--- src/rtl/dac_pkg.sv ---
// Shared types and constants for the DAC serial transmitter.
package dac_pkg;

  localparam int FRAME_W  = 16;
  localparam int SAMPLE_W = 12;

  // Channel A, buffered Vref, 1x gain, output active
  localparam logic [3:0] DAC_CFG_DEFAULT = 4'b0111;

  typedef enum logic [2:0] {
    IDLE,
    CS_SETUP,
    SHIFT,
    CS_HOLD,
    GAP,
    LDAC
  } dac_state_t;

  // The frame is the four config bits followed by the sample
  function automatic logic [FRAME_W-1:0] make_frame(input logic [3:0]          cfg,
                                                    input logic [SAMPLE_W-1:0] sample);
    return {cfg, sample};
  endfunction

endpackage

--- src/rtl/spi_tick_gen.sv ---
// Restartable CLK_DIV-cycle tick generator. A down-counter reloads on
// restart or terminal count; tick is the terminal-count compare, so the
// first tick after a restart arrives on the CLK_DIV-th cycle.
module spi_tick_gen #(
  parameter int CLK_DIV = 2
) (
  input  logic clk,
  input  logic reset,
  input  logic restart,
  output logic tick
);

  localparam int              CW     = $clog2(CLK_DIV) + 1;
  localparam logic [CW-1:0]   RELOAD = CW'(CLK_DIV - 1);

  logic [CW-1:0] cnt;

  // Down-count to zero, reload on terminal count or restart
  always_ff @(posedge clk) begin
    if (reset || restart) begin
      cnt <= RELOAD;
    end else if (cnt == '0) begin
      cnt <= RELOAD;
    end else begin
      cnt <= cnt - 1'b1;
    end
  end

  assign tick = (cnt == '0);

endmodule

--- src/rtl/dac_spi_tx.sv ---
// 12-bit sample to 16-bit SPI frame serialiser for an MCP4921-class DAC,
// SPI mode 0, MSB first, with a one-entry holding register in front.
// Optional feature macro: DAC_LDAC_EN adds an LDAC strobe state after
// each frame; without it dac_ldac_n is constant 1.
//
//  state    | meaning
//  ---------+---------------------------------------------------------
//  IDLE     | link quiet; start a frame when the holding reg is full
//  CS_SETUP | cs_n low, bit 15 on mosi, sclk low, D cycles
//  SHIFT    | 32 half-periods of D cycles; sclk high on odd ones
//  CS_HOLD  | cs_n low, sclk low, D cycles after the last falling edge
//  GAP      | cs_n high for D cycles (DAC latches here without LDAC)
//  LDAC     | dac_ldac_n low for D cycles (DAC_LDAC_EN builds only)
module dac_spi_tx
  import dac_pkg::*;
#(
  parameter int         CLK_DIV  = 2,
  parameter logic [3:0] CFG_BITS = DAC_CFG_DEFAULT
) (
  input  logic                clk,
  input  logic                reset,
  input  logic [SAMPLE_W-1:0] in_sample,
  input  logic                in_valid,
  output logic                in_ready,
  output logic                busy,
  output logic                dac_cs_n,
  output logic                dac_sclk,
  output logic                dac_mosi,
  output logic                dac_ldac_n
);

  dac_state_t          state, state_nxt;
  logic                hold_full;
  logic [SAMPLE_W-1:0] hold_data;
  logic [FRAME_W-1:0]  sreg;
  logic [4:0]          hp;
  logic                tick;
  logic                restart;
  logic                load;

  // Every interval restarts from a full count whenever the state changes
  assign restart = (state_nxt != state);

  spi_tick_gen #(
    .CLK_DIV (CLK_DIV)
  ) u_tick (
    .clk     (clk),
    .reset   (reset),
    .restart (restart),
    .tick    (tick)
  );

  // State register
  always_ff @(posedge clk) begin
    if (reset) begin
      state <= IDLE;
    end else begin
      state <= state_nxt;
    end
  end

  // Next-state and pin decode
  always_comb begin
    state_nxt  = state;
    load       = 1'b0;
    dac_cs_n   = 1'b1;
    dac_sclk   = 1'b0;
    dac_mosi   = 1'b0;
    dac_ldac_n = 1'b1;
    case (state)
      IDLE: begin
        if (hold_full) begin
          load      = 1'b1;
          state_nxt = CS_SETUP;
        end
      end
      CS_SETUP: begin
        dac_cs_n = 1'b0;
        dac_mosi = sreg[FRAME_W-1];
        if (tick) state_nxt = SHIFT;
      end
      SHIFT: begin
        dac_cs_n = 1'b0;
        dac_mosi = sreg[FRAME_W-1];
        dac_sclk = hp[0];
        if (tick && (hp == 5'd31)) state_nxt = CS_HOLD;
      end
      CS_HOLD: begin
        dac_cs_n = 1'b0;
        if (tick) state_nxt = GAP;
      end
      GAP: begin
`ifdef DAC_LDAC_EN
        if (tick) state_nxt = LDAC;
`else
        if (tick) state_nxt = IDLE;
`endif
      end
      LDAC: begin
`ifdef DAC_LDAC_EN
        dac_ldac_n = 1'b0;
        if (tick) state_nxt = IDLE;
`else
        state_nxt = IDLE;
`endif
      end
      default: state_nxt = IDLE;
    endcase
  end

  // One-entry holding register; the frame start empties it
  always_ff @(posedge clk) begin
    if (reset) begin
      hold_full <= 1'b0;
      hold_data <= '0;
    end else if (load) begin
      hold_full <= 1'b0;
    end else if (in_valid && !hold_full) begin
      hold_full <= 1'b1;
      hold_data <= in_sample;
    end
  end

  // Shift register and half-period count; mosi advances on each falling edge
  always_ff @(posedge clk) begin
    if (reset) begin
      sreg <= '0;
      hp   <= '0;
    end else if (load) begin
      sreg <= make_frame(CFG_BITS, hold_data);
      hp   <= '0;
    end else if ((state == SHIFT) && tick) begin
      hp <= hp + 5'd1;
      if (hp[0]) sreg <= {sreg[FRAME_W-2:0], 1'b0};
    end
  end

  assign in_ready = !hold_full;
  assign busy     = (state != IDLE);

endmodule

--- config.mk ---
export PLATFORM = sky130hd
export DESIGN_NAME = dac_spi_tx
export DESIGN_NICKNAME = d
export VERILOG_FILES = /design/src/rtl/dac_pkg.sv /design/src/rtl/spi_tick_gen.sv /design/src/rtl/dac_spi_tx.sv
export SDC_FILE = /design/constraint.sdc
export NUM_CORES = 1
export LEC_CHECK = 0
export BUFFER_PORTS_ARGS = -buffer_cell sky130_fd_sc_hd__buf_4
export CORE_MARGIN = 1
export CORE_UTILIZATION = 40
export CTS_BUF_LIST = sky130_fd_sc_hd__clkbuf_16
export DETAILED_ROUTE_END_ITERATION = 16
export PLACE_DENSITY = 0.63
export SYNTH_ARGS = -nofsm -noshare
export SYNTH_HDL_FRONTEND = slang
export SYNTH_SLANG_ARGS = --single-unit
--- constraint.sdc ---
create_clock -name clk -period 1.5 [get_ports clk]
set_input_delay 0.3 -clock clk [delete_from_list [all_inputs] [get_ports clk]]
set_output_delay 0.3 -clock clk [all_outputs]
set_load 0.01 [all_outputs]
==> qor.yml, run 1 <==
critPathSlowestCell: "or3_4"
yosysMostFrequentCell: "nand2_1"
async_flop_share: 0
end_kind: "primary output"
syn_inst: 222
drt_iter0_markers: 79
grt_max_degree: 20
clkLatencyLatePin_ns: 0.28
yosys.area_share.simple: 0.234
grt.total_usage: 0.190
outcome: "finished, violations left"
post-place-ws_ns: 0.0136
slowest_delay_ns: 0.37
clk_pin_slew_ns: 0.06
syn_area_um2: 1830
vias: 1658
critPathTopFamily: "simple AND/OR/NAND/NOR gates"
cts_hold_buffers: 0
start_util: 0.418
total_power_uw: 2890
htreeDepth: 2
fmax_ghz: 0.643
maxSlewHeadroom: 0.481
drive_gt1_frac: 0.306
clockBufferDepth: 2
area.growth.synth_to_final_pct: 37.4
grt_pass1_vias: 1555
die_y_um: 69.7
io_pins: 21
yosys.area_share.xor_xnor: 0.00957
cp-start-kind: "flip-flop"
ys.flop_type: "dfxtp_1"
dr.pass1.iters: 4
cts-root-buf: "clkbuf_16"
numClockSinks: 39
synth_compound_area_frac: 0.223
setup_viol: 1
holdCritPathClass: "in -> reg"
skew_ns: 0.00364
synth_top_family_by_area: "simple AND/OR/NAND/NOR gates"
nets: 275
fillers: 416
rsz0062_at_grt: "true"
gp_congestion: 0.755
cpMostUsedCell: "buf_6"
ant_nets: 0
synth_fa_ha_area_frac: 0.0205
path_cells: "buf_6, or3_4, buf_6"
setup.worst_path.class: "reg -> out"
grt_first_pass_wirelength_um: 7380
die_width_um: 69.7
diodes: 0
cp.arrival_ns: 1.25
drv_cap: 0
cellLeakagePower_uw: 0.000964
ir_drop_v: 0.000587
coreArea_um2: 4380
tightest_slew_ns: 0.778
viasPerCell: 5.35
antenna_found_initial: 0
fin_crit_ns: 1.55
yosys.area.top_type: "dfxtp_1"
grt_remaining_overflow: 0
wire_per_inst_um: 13.5
synth_edf_count: 0
synth.distinct_cells: 38
syn-num-nets: 240
yosys_warnings: 0
setup_tns_ns: -0.0542
drc_errors: 0
drv_slew: 0
tritoncts: "done"
cp_data_required_time_ns: 1.20
hold_violations: 0
hpwl_um: 2660
ys_seq_area_frac: 0.427
power_density_nw_per_um2: 1150
num_rows: 24
fin_crit_sh: 1.04
synth_area_leaders: "dfxtp_1, nand2_1, a21oi_1, o21bai_1, o311ai_0"
synth_top_area_frac: 0.427
synth_area_per_cell_um2: 8.25
finalWorstSetupSlack_ns: -0.0542
ys_ff_latch: 39
ys_top_cells_by_count: "nand2_1, dfxtp_1, a21oi_1"
crit_fanout: 4
synthMuxAreaShare: 0.0164
cts_buffers: 5
cp.buffers_inverters: 2
violations: "negative setup slack"
io_buffer_count: 19
die_area_um2: 4850
wirelength_um: 4190
## sequential cells by signal, indices dropped and copies added (netlist names)
signal and count:
hp 5, state 3, hold_data 12, sreg 16, hold_full 1, u_tick.cnt 2
## through the flow
stage / hold slack [ns] / util / instances / instance area (um^2)
finish: 0.241 / 0.574 / 310 / 2510
global route: 0.255 / 0.574 / 310 / 2510
CTS: 0.241 / 0.541 / 307 / 2370
detailed placement: 0.385 / 0.473 / 292 / 2080
global placement: 0.380 / 0.473 / 292 / 2080
floorplan: 0.370 / - / 222 / 1830
## worst register-to-register path, stage by stage (launching register included)
cell and delay [ns]:
dfxtp_4 0.36, buf_4 0.14, or4b_4 0.66, o21ai_2 0.17, a211oi_2 0.05
## kinds of logic (layout without fill, tap and decap cells)
| group | count (synthesis) | count (layout) |
|---|---|---|
| simple gates | 88 | 88 |
| compound gates | 62 | 62 |
| flops | 39 | 39 |
| buf+inv | 24 | 60 |
| fa+ha+maj | 3 | 3 |
| mux | 3 | 3 |
| xor+xnor | 2 | 2 |
| other cells | 1 | 1 |
## final timing paths
path                                     from       endpoint  slack [ns]  depth (start not counted)
worst min-delay path                 in_valid      hold_full        0.24                          3
worst min register to register  u_tick.cnt[0]  u_tick.cnt[0]        0.40                          1
worst max-delay path                 state[1]           busy       -0.05                          3
worst max register to register       state[1]       sreg[11]        0.01                          4
## report_power, final
group | internal (uW) | switching, uW | total (uW)
logic | 286 | 263 | 549
clock network | 775 | 404 | 1180
registers | 1110 | 54.3 | 1170
total | 2170 | 721 | 2890
## layout make-up
| class | instances | area [um^2] | area share |
|---|---|---|---|
| Timing Repair Buffer | 46 | 417 | 0.166 |
| Multi-Input combinational cell | 159 | 1050 | 0.419 |
| Tap cell | 52 | 65.1 | 0.0259 |
| Clock buffer | 5 | 125 | 0.0498 |
| Sequential cell | 39 | 792 | 0.315 |
| Inverter | 6 | 22.5 | 0.00896 |
| Clock inverter | 3 | 38.8 | 0.0154 |
## what timing repair did
| item | CTS | global route |
|---|---|---|
| gates cloned | 0 | 0 |
| gates resized for setup | 22 | 30 |
| setup buffers | 7 | 3 |
| endpoints found under the hold margin | 0 | 0 |
| pin swaps | 5 | 4 |
| setup endpoints to repair | 5 | 36 |
## cells in the final DEF, fill, tap and decap left out, types with 5 or more instances in the layout
| cell type | synthesis | final |
|---|---|---|
| nor2_1 | 6 | 5 |
| inv_1 | 6 | 6 |
| clkbuf_16 | 0 | 5 |
| nor3_1 | 5 | 5 |
| a21oi_1 | 18 | 17 |
| buf_6 | 2 | 7 |
| nand2_1 | 57 | 56 |
| o21ai_0 | 7 | 5 |
| o21bai_1 | 11 | 11 |
| a31oi_1 | 10 | 10 |
| o311ai_2 | 0 | 7 |
| buf_4 | 3 | 35 |
| dfxtp_1 | 39 | 36 |
## layer usage
| metal | wire, um | GRT usage |
|---|---|---|
| met5 | 0 | 0 |
| met4 | 89 | 0.0800 |
| met3 | 168 | 0.0436 |
| met2 | 1940 | 0.302 |
| met1 | 2000 | 0.247 |
Note: power is estimated with default switching activity, not from simulation.
==> inputs of run 2 (changes only) <==
ABC_AREA = 1   (was not set)
CORE_UTILIZATION = 45   (was 40)
PLACE_DENSITY = 0.69   (was 0.63)
==> qor.yml, run 2 <==
wire_per_inst_um: 11.1  # was 13.5 um
syn_inst: 271  # was 222
rsz0062_at_grt: "true"  # unchanged
fin_crit_sh: 0.987  # was 1.04
cts_buffers: 5  # unchanged
die_area_um2: 4460  # was 4850 um^2
start_util: 0.472  # was 0.418
internal-power_uw: 2080  # was 2170 uW
final_area_um2: 2310  # was 2510 um^2
stdcell_count: 345  # was 310
setup_viol: 0  # was 1
cp.arrival_ns: 1.18  # was 1.25 ns
grt_max_degree: 25  # was 20
largest_register_ff_count: 16  # unchanged
synth_area_per_cell_um2: 6.96  # was 8.25 um^2
dr.pass1.iters: 4  # unchanged
ys_top_cells_by_count: "nand2_1, nor2_1, dfxtp_1"  # was nand2_1, dfxtp_1, a21oi_1
cellLeakagePower_uw: 0.00102  # was 0.000964 uW
fillers: 385  # was 416
synth_edf_count: 0  # unchanged
power_density_nw_per_um2: 1220  # was 1150 nW/um^2
die_y_um: 66.8  # was 69.7 um
setup.worst_path.class: "reg -> out"  # unchanged
outcome: "finished, final reports clean"  # was finished, violations left
numClockSinks: 39  # unchanged
diodes: 0  # unchanged
clockBufferDepth: 2  # unchanged
ir_drop_v: 0.000751  # was 0.000587 V
drv_slew: 0  # unchanged
yosys_warnings: 0  # unchanged
die_width_um: 66.8  # was 69.7 um
antenna_found_initial: 0  # unchanged
ys.flop_type: "dfxtp_1"  # unchanged
clk_pin_slew_ns: 0.06  # about the same
largest_registers: "sreg: 16 flops, hold_data: 12 flops, hp: 5 flops"  # unchanged
synth_area_leaders: "dfxtp_1, nand2_1, nor2_1, inv_1, o21ai_0"  # was dfxtp_1, nand2_1, a21oi_1, o21bai_1, o311ai_0
synth.distinct_cells: 27  # was 38
vias: 1661  # was 1658
nets: 312  # was 275
num_rows: 23  # was 24
hold_violations: 0  # unchanged
ant_nets: 0  # unchanged
drive_gt1_frac: 0.217  # was 0.306
p_switching_uw: 737  # was 721 uW
hpwl_um: 2660  # about the same
htreeDepth: 2  # unchanged
yosysMostFrequentCell: "nand2_1"  # unchanged
cts-root-buf: "clkbuf_16"  # unchanged
grt_first_pass_wirelength_um: 6560  # was 7380 um
async_flop_share: 0  # unchanged
power_frac_seq: 0.417  # was 0.403
cp_data_required_time_ns: 1.20  # about the same
area.growth.synth_to_final_pct: 22.2  # was 37.4%
drv_cap: 0  # unchanged
io_buffer_count: 19  # unchanged
gp_congestion: 0.759  # was 0.755
holdCritPathClass: "in -> reg"  # unchanged
wirelength_um: 3840  # was 4190 um
drt_iter0_markers: 155  # was 79
tritoncts: "done"  # unchanged
skew_ns: 0.00352  # was 0.00364 ns
whs_ns: 0.236  # was 0.241 ns
grt_remaining_overflow: 0  # unchanged
coreArea_um2: 4000  # was 4380 um^2
fmax_ghz: 0.675  # was 0.643 GHz
drc_errors: 0  # unchanged
syn-num-nets: 289  # was 240
grt_pass1_vias: 1483  # was 1555
combinationalPowerShare: 0.163  # was 0.190
io_pins: 21  # unchanged
end_kind: "primary output"  # unchanged
ys_seq_area_frac: 0.414  # was 0.427
layout_common_cells: "nand2_1, nor2_1, dfxtp_1, inv_1, buf_4"  # was nand2_1, dfxtp_1, buf_4, a21oi_1, o21bai_1
syn_area_um2: 1890  # was 1830 um^2
clkLatencyLatePin_ns: 0.28  # about the same
sw_frac_of_total: 0.261  # was 0.249
layout_commonest_cell: "nand2_1"  # unchanged
viasPerCell: 4.81  # was 5.35
fin_crit_ns: 1.48  # was 1.55 ns
placed_area_um2: 2050  # was 2080 um^2
synth_top_area_frac: 0.414  # was 0.427
final_core_util: 0.576  # was 0.574
grt.total_usage: 0.200  # was 0.190
p_clk_frac: 0.420  # was 0.407
crit_fanout: 14  # was 4
largest_register: "sreg"  # unchanged
cp-start-kind: "flip-flop"  # unchanged
placed_cells: 334  # was 292
yosys.area.top_type: "dfxtp_1"  # unchanged
ys_ff_latch: 39  # unchanged
-- run 2: path summary, 6_finish.rpt --
| kind | from | slack (ns) | to | depth (start not counted) |
|---|---|---|---|---|
| worst max-delay path | state[2] | 0.02 | busy | 4 |
| worst min-delay path | in_sample[5] | 0.24 | hold_data[5] | 3 |
| worst max register to register | hp[1] | 0.06 | u_tick.cnt[1] | 10 |
| worst min register to register | u_tick.cnt[0] | 0.42 | u_tick.cnt[0] | 1 |
-- run 2: through the flow --
step	TNS (ns)	power, uW	setup slack [ns]
after floorplan	0	1550	0.142
after global placement	-0.140	1630	-0.0844
after detailed placement	-1.04	1640	-0.177
after CTS	0	2830	0.00908
after global routing	-0.100	2970	-0.0556
final	0	2820	0.0188
-- run 2: area by class of cell --
class / instances / area (um^2) / share of cell area
clock inverters: 3 / 38.8 / 0.0168
inverters: 34 / 130 / 0.0564
multi-input cells: 184 / 930 / 0.403
clock buffers: 5 / 125 / 0.0543
flip-flops and latches: 39 / 791 / 0.343
well taps: 50 / 62.6 / 0.0271
repair buffers: 30 / 229 / 0.0993
-- run 2: power by group through the flow --
stage               registers [uW]  clock network (uW)  logic, uW
finish                        1180                1180        459
CTS                           1180                1200        450
global placement              1200                   0        436
detailed placement            1200                   0        441
floorplan                     1180                   0        366
global route                  1190                1260        521
-- run 2: cell families after synthesis --
logic type,after synthesis,synth area share
simple gates,146,0.347
other cells,1,0.00199
compound gates,33,0.0915
buf+inv,48,0.121
xor+xnor,1,0.00464
fa+ha+maj,3,0.0199
flops,39,0.414
-- run 2: timing repair --
| action | CTS | global route |
|---|---|---|
| hold buffers | 0 | 0 |
| buffers inserted | 1 | 2 |
| pin swaps | 1 | 5 |
| endpoints found under the setup margin | 15 | 10 |
| resized for setup | 6 | 16 |
-- run 2: critical path, cell delays in order (launching register included) --
cell and delay (ns):
dfxtp_1 0.34, inv_4 0.14, buf_4 0.21, nand2_1 0.07, buf_4 0.14
-- run 2: layer usage --
| layer | track usage | part of all wire |
|---|---|---|
| met1 | 0.247 | 0.47 |
| met5 | 0 | 0 |
| met3 | 0.0411 | 0.044 |
| met2 | 0.331 | 0.47 |
| met4 | 0.0878 | 0.018 |
